==> config.mk <==
export PLATFORM = sky130hd
export DESIGN_NAME = hdp_spi_sequencer
export DESIGN_NICKNAME = d
export VERILOG_FILES = /design/src/rtl/hdp_pkg.sv /design/src/rtl/hdp_init_rom.sv /design/src/rtl/hdp_spi_sequencer.sv
export SDC_FILE = /design/constraint.sdc
export NUM_CORES = 1
export LEC_CHECK = 0
export CAP_MARGIN = 20
export CORE_ASPECT_RATIO = 1.5
export CORE_MARGIN = 4
export CORE_UTILIZATION = 56
export CTS_CLUSTER_SIZE = 28
export DETAILED_ROUTE_END_ITERATION = 7
export GPL_ROUTABILITY_DRIVEN = 0
export PLACE_DENSITY = 0.93
export SYNTH_ARGS = -nofsm -noshare
export SYNTH_HDL_FRONTEND = slang
export SYNTH_SLANG_ARGS = --single-unit
==> constraint.sdc <==
create_clock -name i_clock -period 3.2 [get_ports i_clock]
set_clock_uncertainty 0.05 [all_clocks]
set_input_delay 0.48 -clock i_clock [delete_from_list [all_inputs] [get_ports i_clock]]
set_output_delay 0.48 -clock i_clock [all_outputs]
set_load 0.1 [all_outputs]
==> src/rtl/hdp_pkg.sv <==
// Shared HDP-1280-2 definitions: register map, command-byte layout and the
// sequencer state/phase encodings.
package hdp_pkg;

  localparam int RD_BIT = 7;

  localparam logic [6:0] REG_PWR_CTRL   = 7'h01;
  localparam logic [6:0] REG_DRV_MODE   = 7'h02;
  localparam logic [6:0] REG_GAMMA_SEL  = 7'h03;
  localparam logic [6:0] REG_VCOM_TRIM  = 7'h04;
  localparam logic [6:0] REG_TIMING     = 7'h05;
  localparam logic [6:0] REG_PANEL_CFG  = 7'h06;
  localparam logic [6:0] REG_LUT_CTRL   = 7'h07;
  localparam logic [6:0] REG_TEMP_COMP  = 7'h08;
  localparam logic [6:0] REG_VDD_TRIM   = 7'h09;
  localparam logic [6:0] REG_FRAME_RATE = 7'h0A;
  localparam logic [6:0] REG_SCAN_DIR   = 7'h0B;
  localparam logic [6:0] REG_ILLUM      = 7'h0C;
  localparam logic [6:0] REG_FLICKER    = 7'h0D;
  localparam logic [6:0] REG_DITHER     = 7'h0E;
  localparam logic [6:0] REG_TEST_MODE  = 7'h0F;

  localparam logic [3:0] S_RST_HOLD     = 4'd0;
  localparam logic [3:0] S_INIT_ISSUE   = 4'd1;
  localparam logic [3:0] S_VERIFY_ISSUE = 4'd2;
  localparam logic [3:0] S_WAIT_DONE    = 4'd3;
  localparam logic [3:0] S_WAIT_IDLE    = 4'd4;
  localparam logic [3:0] S_COMPARE      = 4'd5;
  localparam logic [3:0] S_IDLE         = 4'd6;
  localparam logic [3:0] S_HOST_ISSUE   = 4'd7;
  localparam logic [3:0] S_HOST_ACK     = 4'd8;
  localparam logic [3:0] S_RECOVER      = 4'd9;

  // Which kind of transaction the shared WAIT_DONE/WAIT_IDLE states belong to.
  localparam logic [1:0] PH_WRITE  = 2'd0;
  localparam logic [1:0] PH_VERIFY = 2'd1;
  localparam logic [1:0] PH_HOST   = 2'd2;

  function automatic logic [7:0] cmd_byte(input logic rd, input logic [6:0] addr);
    logic [7:0] b;
    b         = {1'b0, addr};
    b[RD_BIT] = rd;
    return b;
  endfunction

endpackage

==> src/rtl/hdp_init_rom.sv <==
// Power-up register table for the SLM driver: {addr, data} per entry, purely
// combinational; indices at or beyond INIT_LEN read as zero.
module hdp_init_rom
  import hdp_pkg::*;
#(
  parameter int INIT_LEN = 16
) (
  input  logic [5:0] index,
  output logic [6:0] addr,
  output logic [7:0] data
);

  logic [14:0] entry;

  always_comb begin
    entry = 15'h0;
    if (int'(index) < INIT_LEN) begin
      case (index)
        6'd0:    entry = {REG_PWR_CTRL,   8'h3C};
        6'd1:    entry = {REG_DRV_MODE,   8'h81};
        6'd2:    entry = {REG_GAMMA_SEL,  8'h5A};
        6'd3:    entry = {REG_VCOM_TRIM,  8'h0F};
        6'd4:    entry = {REG_TIMING,     8'h44};
        6'd5:    entry = {REG_PANEL_CFG,  8'h12};
        6'd6:    entry = {REG_LUT_CTRL,   8'h01};
        6'd7:    entry = {REG_TEMP_COMP,  8'h9B};
        6'd8:    entry = {REG_VDD_TRIM,   8'h27};
        6'd9:    entry = {REG_FRAME_RATE, 8'h3C};
        6'd10:   entry = {REG_SCAN_DIR,   8'h02};
        6'd11:   entry = {REG_ILLUM,      8'h80};
        6'd12:   entry = {REG_FLICKER,    8'h00};
        6'd13:   entry = {REG_DITHER,     8'h11};
        6'd14:   entry = {REG_TEST_MODE,  8'h00};
        6'd15:   entry = {REG_PWR_CTRL,   8'h3D};
        default: entry = 15'h0;
      endcase
    end
  end

  assign addr = entry[14:8];
  assign data = entry[7:0];

endmodule

==> src/rtl/hdp_spi_sequencer.sv <==
// Owns the HDP spi engine: runs the init table (optional read-back, retries), then
// serves host single-register requests one at a time; a watchdog resets a hung engine.
module hdp_spi_sequencer
  import hdp_pkg::*;
#(
  parameter int INIT_LEN    = 16,
  parameter int VERIFY_INIT = 1,
  parameter int TIMEOUT     = 4095,
  parameter int MAX_RETRY   = 2
) (
  input  logic       i_clock,
  input  logic       i_reset,
  input  logic       host_req,
  input  logic       host_rw,
  input  logic [6:0] host_addr,
  input  logic [7:0] host_wdata,
  output logic       host_ack,
  output logic [7:0] host_rdata,
  output logic       host_err,
  output logic       init_done,
  output logic       init_error,
  output logic       spi_enable,
  output logic       spi_reset,
  output logic       spi_start,
  output logic       spi_multi,
  output logic [7:0] spi_tx_upper,
  output logic [7:0] spi_tx_lower,
  input  logic       spi_busy,
  input  logic       spi_done,
  input  logic [7:0] spi_rx_lower
);

  localparam int         TW         = (TIMEOUT < 2) ? 1 : $clog2(TIMEOUT + 1);
  localparam int         RW         = (MAX_RETRY < 2) ? 1 : $clog2(MAX_RETRY + 1);
  localparam logic [5:0] LAST_ENTRY = 6'(INIT_LEN - 1);

  logic [3:0]    state, state_nx;
  logic [1:0]    phase;
  logic [2:0]    cnt;
  logic          armed;
  logic [TW-1:0] timer;
  logic [RW-1:0] retry;
  logic [5:0]    entry;
  logic [7:0]    rx_cap;
  logic          req_rw;
  logic [6:0]    req_addr;
  logic [7:0]    req_wdata;
  logic [6:0]    rom_addr;
  logic [7:0]    rom_data;
  logic          timeout, last_entry, exhausted, advance, fail;

  hdp_init_rom #(.INIT_LEN(INIT_LEN)) u_rom (
    .index (entry),
    .addr  (rom_addr),
    .data  (rom_data)
  );

  assign spi_multi  = 1'b0;
  assign timeout    = (timer == TW'(TIMEOUT));
  assign last_entry = (entry == LAST_ENTRY);
  assign exhausted  = (retry == RW'(MAX_RETRY));

  always_comb begin
    state_nx = state;
    advance  = 1'b0;
    fail     = 1'b0;
    case (state)
      S_RST_HOLD:   if (cnt == 3'd3) state_nx = S_INIT_ISSUE;
      S_INIT_ISSUE, S_VERIFY_ISSUE, S_HOST_ISSUE:
        if (armed && !spi_busy) state_nx = S_WAIT_DONE;
      // spi_done takes priority over a coincident watchdog expiry
      S_WAIT_DONE: begin
        if (spi_done)     state_nx = S_WAIT_IDLE;
        else if (timeout) state_nx = S_RECOVER;
      end
      S_WAIT_IDLE: begin
        if (!spi_busy) begin
          case (phase)
            PH_WRITE:  if (VERIFY_INIT != 0) state_nx = S_VERIFY_ISSUE;
                       else advance = 1'b1;
            PH_VERIFY: state_nx = S_COMPARE;
            default:   state_nx = S_HOST_ACK;
          endcase
        end else if (timeout) begin
          state_nx = S_RECOVER;
        end
      end
      S_COMPARE: begin
        if (rx_cap == rom_data) advance = 1'b1;
        else                    fail    = 1'b1;
      end
      S_RECOVER: begin
        if (cnt == 3'd7) begin
          if (phase == PH_HOST) state_nx = S_HOST_ACK;
          else                  fail     = 1'b1;
        end
      end
      S_IDLE:     if (host_req) state_nx = S_HOST_ISSUE;
      S_HOST_ACK: state_nx = S_IDLE;
      default:    state_nx = S_RST_HOLD;
    endcase
    // A failed attempt redoes the whole entry (write and read-back) until retries run out.
    if (fail && !exhausted)   state_nx = S_INIT_ISSUE;
    else if (advance || fail) state_nx = last_entry ? S_IDLE : S_INIT_ISSUE;
  end

  always_ff @(posedge i_clock or posedge i_reset) begin
    if (i_reset) begin
      state        <= S_RST_HOLD;
      phase        <= PH_WRITE;
      cnt          <= 3'd0;
      armed        <= 1'b0;
      timer        <= '0;
      retry        <= '0;
      entry        <= 6'd0;
      rx_cap       <= 8'h00;
      req_rw       <= 1'b0;
      req_addr     <= 7'h00;
      req_wdata    <= 8'h00;
      host_ack     <= 1'b0;
      host_rdata   <= 8'h00;
      host_err     <= 1'b0;
      init_done    <= 1'b0;
      init_error   <= 1'b0;
      spi_enable   <= 1'b0;
      spi_reset    <= 1'b1;
      spi_start    <= 1'b0;
      spi_tx_upper <= 8'h00;
      spi_tx_lower <= 8'h00;
    end else begin
      state     <= state_nx;
      spi_start <= 1'b0;
      host_ack  <= 1'b0;
      host_err  <= 1'b0;
      case (state)
        S_RST_HOLD, S_RECOVER: begin
          cnt <= cnt + 3'd1;
          if (cnt == 3'd3) begin
            spi_reset  <= 1'b0;
            spi_enable <= 1'b1;
          end
        end
        // First cycle sets up the tx bytes, start follows once the engine is idle.
        S_INIT_ISSUE, S_VERIFY_ISSUE, S_HOST_ISSUE: begin
          if (!armed) begin
            armed <= 1'b1;
            if (state == S_INIT_ISSUE) begin
              spi_tx_upper <= cmd_byte(1'b0, rom_addr);
              spi_tx_lower <= rom_data;
              phase        <= PH_WRITE;
            end else if (state == S_VERIFY_ISSUE) begin
              spi_tx_upper <= cmd_byte(1'b1, rom_addr);
              spi_tx_lower <= 8'h00;
              phase        <= PH_VERIFY;
            end else begin
              spi_tx_upper <= cmd_byte(req_rw, req_addr);
              spi_tx_lower <= req_rw ? 8'h00 : req_wdata;
              phase        <= PH_HOST;
            end
          end else if (!spi_busy) begin
            spi_start <= 1'b1;
            timer     <= '0;
            armed     <= 1'b0;
          end
        end
        S_WAIT_DONE, S_WAIT_IDLE: begin
          timer <= timer + 1'b1;
          if (state == S_WAIT_IDLE && !spi_busy) rx_cap <= spi_rx_lower;
        end
        S_IDLE: begin
          if (host_req) begin
            req_rw    <= host_rw;
            req_addr  <= host_addr;
            req_wdata <= host_wdata;
          end
        end
        default: ;
      endcase

      if (state != S_RECOVER && state_nx == S_RECOVER) begin
        cnt        <= 3'd0;
        spi_reset  <= 1'b1;
        spi_enable <= 1'b0;
      end

      if (state != S_HOST_ACK && state_nx == S_HOST_ACK) begin
        host_ack   <= 1'b1;
        host_err   <= (state == S_RECOVER);
        host_rdata <= (state == S_RECOVER || !req_rw) ? 8'h00 : spi_rx_lower;
      end

      if (fail && !exhausted) retry <= retry + RW'(1);
      if (advance || (fail && exhausted)) begin
        retry <= '0;
        if (fail) init_error <= 1'b1;
        if (last_entry) init_done <= 1'b1;
        else            entry     <= entry + 6'd1;
      end
    end
  end

endmodule

==> run_results.csv <==
group,metric,value,unit
drt,drc_errors,0,
cts,cts_setup_buffers,0,
yosys,yosys.area_share.simple,0.172,
sta,setup-violations-final,0,
sta,drv_slew,0,
global_routing,grt_pass1_vias,3855,
final_layout,final_common_cell,"dfrtp_1",
placed_design,dp_cells,623,
global_routing,grt_use_met3,0.0413,
final_layout,nets,572,
final_layout,final_cell_count_no_fill,639,
cts,htreeDepth,3,
yosys,synth-compound-area-share,0.148,
global_routing,overflow,0,
yosys,avgSynthCellArea,9.70,um2
setup_path,arrival,3.20,ns
yosys,synth-xor-area-share,0.0377,
yosys,synth_adder_area_share,0.0377,
setup_path,cp_top_family,"compound AO/OA/AOI/OAI gates",
cts,insertion_delay,0.34,ns
setup_path,cp.required,3.38,ns
pwr,peakVddDrop,730,uV
cts,clkSlewWorstSetupHoldPaths,0.06,ns
drt,drt_iter0_drc,342,
yosys,yosys.area.top_type,"dfrtp_1",
worst_hold_path,hp-class,"reg2reg",
sta,grt_setup_unrepaired,"false",
cts,numCtsBuffers,9,
placed_design,hpwl,7.86,mm
floorplanning,std_cell_rows,40,
cts,cts_tree,"done",
setup_path,worstPathCellList,"inv_1 > ha_1 > or2_2 > a21oi_1 > o21ai_1 > a2111oi_4 > a22oi_4 > nor2_4 > mux2_4",
yosys,synth-edff-count,0,
yosys,async_flop_share,1.00,
global_routing,grt_usage,0.237,
yosys,syn-num-nets,522,
pwr,power_density,1020,nW/um2
cts,cts_resized,0,
floorplanning,ios,61,
drt,drt-vias-per-instance,6.01,
yosys,synth_top_family_by_area,"simple AND/OR/NAND/NOR gates",
sta,max_freq,331,MHz
floorplanning,die_h,120,um
final_layout,diodes,0,
sta,worstMarginPinSlew,0.802,ns
drt,dr.pass1.iters,5,
yosys,seq_area_frac_synth,0.458,
global_routing,grt_antenna_before_repair,0,
cts,cts_hold_buffers,0,
global_routing,grt_max_degree,45,
final_layout,mostFrequentLayoutCells,"dfrtp_1, nand2_1, o21ai_0, buf_4, nor2_1",
setup_path,crit_type,"reg2reg",
drt,wl,10.9,mm
floorplanning,die_w,82.4,um
floorplanning,core_area,8060,um2
yosys,yosys_warnings,0,
pwr,p_leak,2.56,nW
final_layout,fillerInstances,590,
sta,slew_headroom,0.466,
floorplanning,initial_core_util,0.577,
cts,clock_path_buffers,2,
drt,avgRoutedWirePerCell,17.1,um
yosys,synth_cell_types,66,
sta,fin_crit_sh,0.944,
global_routing,global_route.usage.met2,0.411,
yosys,synth_cells,479,
cts,clock_sinks,85,
sta,fin_crit,3.02,ns
global_routing,grt_most_used_layer,"met2",
drt,antenna_left,0,
setup_path,crit_path_max_fanout,13,
yosys,synth-main-ff-cell,"dfrtp_1",
job,drv_cap,0,
final_layout,syn2layout_area_growth,19.5,%
setup_path,crit_buf_inv,1,
setup_path,slowest_delay,0.59,ns
yosys,synth_top_area_frac,0.452,
setup_path,cp-start-kind,"register",
yosys,synthTopCellsByArea,"dfrtp_1, mux2_2, nand2_1",
cts,root_buffer,"clkbuf_16",
yosys,muxShareOfSynthArea,0.0959,
yosys,synth_area,4650,um2
setup_path,end_kind,"register",
floorplanning,dieArea,9850,um2
global_routing,grt_pass1_wl,17.9,mm
setup_path,cpMaxStageDelayCell,"dfrtp_1",
drt,routed-via-count,3838,
sta,finalHoldViolations,0,
yosys,synth-seq-cells,85,
sta,fin_setup_tns,0,ns
final_layout,drive_gt1_frac,0.170,
run_status,status,"completed",
global_routing,use_met1,0.266,
placed_design,port_buffers,59,
## flip-flops by register name, summed over array words and instances (netlist names)
| signal | cells |
|---|---|
| req_rw | 1 |
| init_error | 1 |
| spi_tx_lower | 8 |
| spi_enable | 1 |
| spi_start | 1 |
| state | 4 |
| phase | 2 |
| armed | 1 |
| host_err | 1 |
| timer | 12 |
| host_rdata | 8 |
| init_done | 1 |
| req_wdata | 8 |
| cnt | 3 |
| host_ack | 1 |
| entry | 6 |
| rx_cap | 8 |
| req_addr | 7 |
| retry | 2 |
| spi_tx_upper | 8 |
| spi_reset | 1 |
## worst paths after layout
kind | cells after the start | start | to | slack [ns]
hold / removal | 1 | init_error | init_error | 0.43
max in group asynchronous | 3 | i_reset | spi_tx_upper[6] | 1.93
setup / recovery | 9 | entry[0] | entry[1] | 0.18
hold reg to reg | 1 | init_error | init_error | 0.43
setup reg to reg | 9 | entry[0] | entry[1] | 0.18
min in group asynchronous | 2 | i_reset | cnt[0] | 0.52
## routing by layer
layer / share of wire / vias up
li1: - / 1785
met1: 0.37 / 1858
met2: 0.54 / 159
met3: 0.056 / 36
met4: 0.037 / 0
met5: 0 / -
## power by group
group	switching, mW	leakage [nW]	internal [mW]
Sequential	0.384	1.10	1.41
Clock	0.410	0.152	0.667
Combinational	1.85	1.30	0.915
Total	2.64	2.56	3.00
## cells by family after synthesis
logic type               Yosys count
flip-flops                        85
AND/OR/NAND/NOR                  160
multiplexers                      41
other                              1
AO/OA/AOI/OAI                    101
buffers and inverters             57
XOR/XNOR                          20
adder cells (fa/ha/maj)           14
## worst register-to-register path, cell delays in order, from the launching register on
cell	delay [ns]
dfrtp_1	0.59
inv_1	0.20
ha_1	0.37
or2_2	0.30
a21oi_1	0.23
o21ai_1	0.13
a2111oi_4	0.41
a22oi_4	0.15
nor2_4	0.17
mux2_4	0.31
## Yosys cell counts (6+ instances only)
cell / instances
a21oi_1: 15
a22oi_1: 8
buf_2: 6
clkbuf_1: 17
dfrtp_1: 84
ha_1: 14
inv_1: 29
mux2_2: 24
mux2i_1: 16
nand2_1: 55
nand2b_1: 9
nand3_1: 14
nor2_1: 32
nor2b_1: 9
nor3_1: 10
o21ai_0: 38
o22ai_1: 6
xnor2_1: 9
xor2_1: 11
## metrics by stage
stage	util	worst slack (ns)	hold slack (ns)	instance area (um2)	power, mW
floorplan	-	0.405	0.406	4650	3.89
global placement	0.650	0.298	0.407	5240	4.42
detailed placement	0.650	0.222	0.412	5240	4.53
CTS	0.689	0.223	0.430	5550	5.63
global route	0.689	0.0616	0.461	5550	5.97
finish	0.689	0.179	0.427	5550	5.64
## layout make-up
class	instances	area, um2	share of cell area
multi-input combinational	337	2290	0.412
sequential	85	2130	0.383
timing repair buffer	67	586	0.105
clock buffer	13	270	0.0487
tap	105	131	0.0237
inverter	29	110	0.0198
clock inverter	3	42.5	0.00766
Power figures use the tool's default switching activity.
==> patch (config.mk and constraints unchanged) <==
`VERIFY_INIT`: 1 -> 0.
--- a/src/rtl/hdp_spi_sequencer.sv
+++ b/src/rtl/hdp_spi_sequencer.sv
@@ -6,3 +6,3 @@
   parameter int INIT_LEN    = 16,
-  parameter int VERIFY_INIT = 1,
+  parameter int VERIFY_INIT = 0,
   parameter int TIMEOUT     = 4095,
Function: changed (a bounded check fails within 10 cycles, from zero or initial values and one cycle with i_reset high).
==> patch against the unedited design <==
  * Wire length is 3.9% higher
  * Critical path depth decreased by 1
  * Sequential cell count stayed put
  * Cell area up 0.79%
  * Utilization increased by 0.54 points
  * Worst setup slack worse by 27 ps
  * Worst hold slack improved by 3.5 ps
  * Total power up 8.7%
  * Cell count is 0.78% lower
  * Synthesized area rose by 0.32%
  * Largest cell class unchanged
==> patch: results (changes against the unedited design) <==
outcome finished clean; Inverters excl. clock 22 (-24%); Max IR drop VDD 1003 uV (+37%); buffer share of cell area 11.40% (+0.86 points); met1 WL 4157 um (+2.7%); synth top area cells dfrtp_1 (45%), mux2_2 (7.0%), a21oi_1 (4.1%), ha_1 (3.8%), nor2_1 (3.7%); Synth cell types 72 (+9.1%); fin crit period 3049 ps (+27.20 ps); Tot GR Track Use 24.39% (+0.72 points); Met2 Routed Length 6080 um (+3.5%); worst hold stages 1 (unchanged); layout cells sized above 1 21.93% (+4.9 points); dpl ws 160.4 ps (-61.98 ps); Nets 567 (-0.87%); Vias 3852 (+0.36%); sequential fraction of total cell area 38.04% (-0.28 points); #MultiIn Comb 332 (-1.5%); list of most frequent post-synthesis cells dfrtp_1 (84), nor2_1 (46), a21oi_1 (38); final hold slack 430.2 ps (+3.465 ps); global-route wire length before repair 18550 um (+3.5%); reg-to-reg startpoint entry[1]; largest fanout on the critical path 11 (-2); Leak 2.618 nW (+2.4%); post-synthesis xor/xnor area fraction 2.818% (-0.95 points); fraction of the yosys area taken by sequential cells 45.65% (-0.15 points); multi-input combinational area share 41.46% (+0.30 points); total met3 wirelength after detailed routing 645 um (+6.3%); critical path arrival 3230 ps (+30 ps); met1 Usage GRT 28.89% (+2.3 points); Avg Inst Size Synth 10.00 um2 (+3.1%); largest net degree at the start of global routing 47 (+4.4%); Max-slew headroom 43.64% (-2.9 points); Inst Count DP 618 (-0.80%); initial detailed-routing violation count 327 (-4.4%); Final clock-cell share 5.253% (-0.38 points); Crit path largest cell delay 550 ps (-40 ps); met2 global-route usage 41.01% (-0.10 points); Worst R2R Path Depth 8 (-1); post-DP HPWL 8130 um (+3.4%); fraction of the mapped netlist area in adder cells 3.757% (-0.012 points); vias in the first global route 3834 (-0.54%); mux contribution to synthesized area 9.850% (+0.26 points); design area 5598 um2 (+0.79%); Cell Area, Placed 5290 um2 (+0.93%); post-synthesis compound-gate area fraction 16.18% (+1.3 points); internal power 3.118 mW (+4.1%); Synth top area share 45.09% (-0.15 points); fillers 567 (-3.9%); WL final 11360 um (+3.9%); Buffers, non-clock 74 (+10%)
patch: kinds of logic (layout without fill, tap and decap cells):
group,count (synthesis),after routing
multiplexers,41,41
XOR/XNOR,15,15
other,1,1
flip-flops,85,85
buffers and inverters,49,112
adder cells (fa/ha/maj),14,14
AO/OA/AOI/OAI,111,111
AND/OR/NAND/NOR,150,150
patch: critical path: cells and delay by family (launching register included):
family                     cells  cell delay, ps
adders and majority gates      1             340
and+or+nand+nor                1             210
AOI/OAI and AO/OA              3             740
DFF                            1             550
muxes                          2             890
buffers and inverters          1             150
patch: power groups by stage:
stage / Sequential [mW] / Combinational (mW) / Clock (mW)
final: 1.75 / 3.33 / 1.04
after global routing: 1.79 / 3.57 / 1.09
after CTS: 1.74 / 3.30 / 1.05
after detailed placement: 1.75 / 3.27 / 0
after global placement: 1.74 / 3.16 / 0
after floorplan: 2.54 / 1.73 / 0
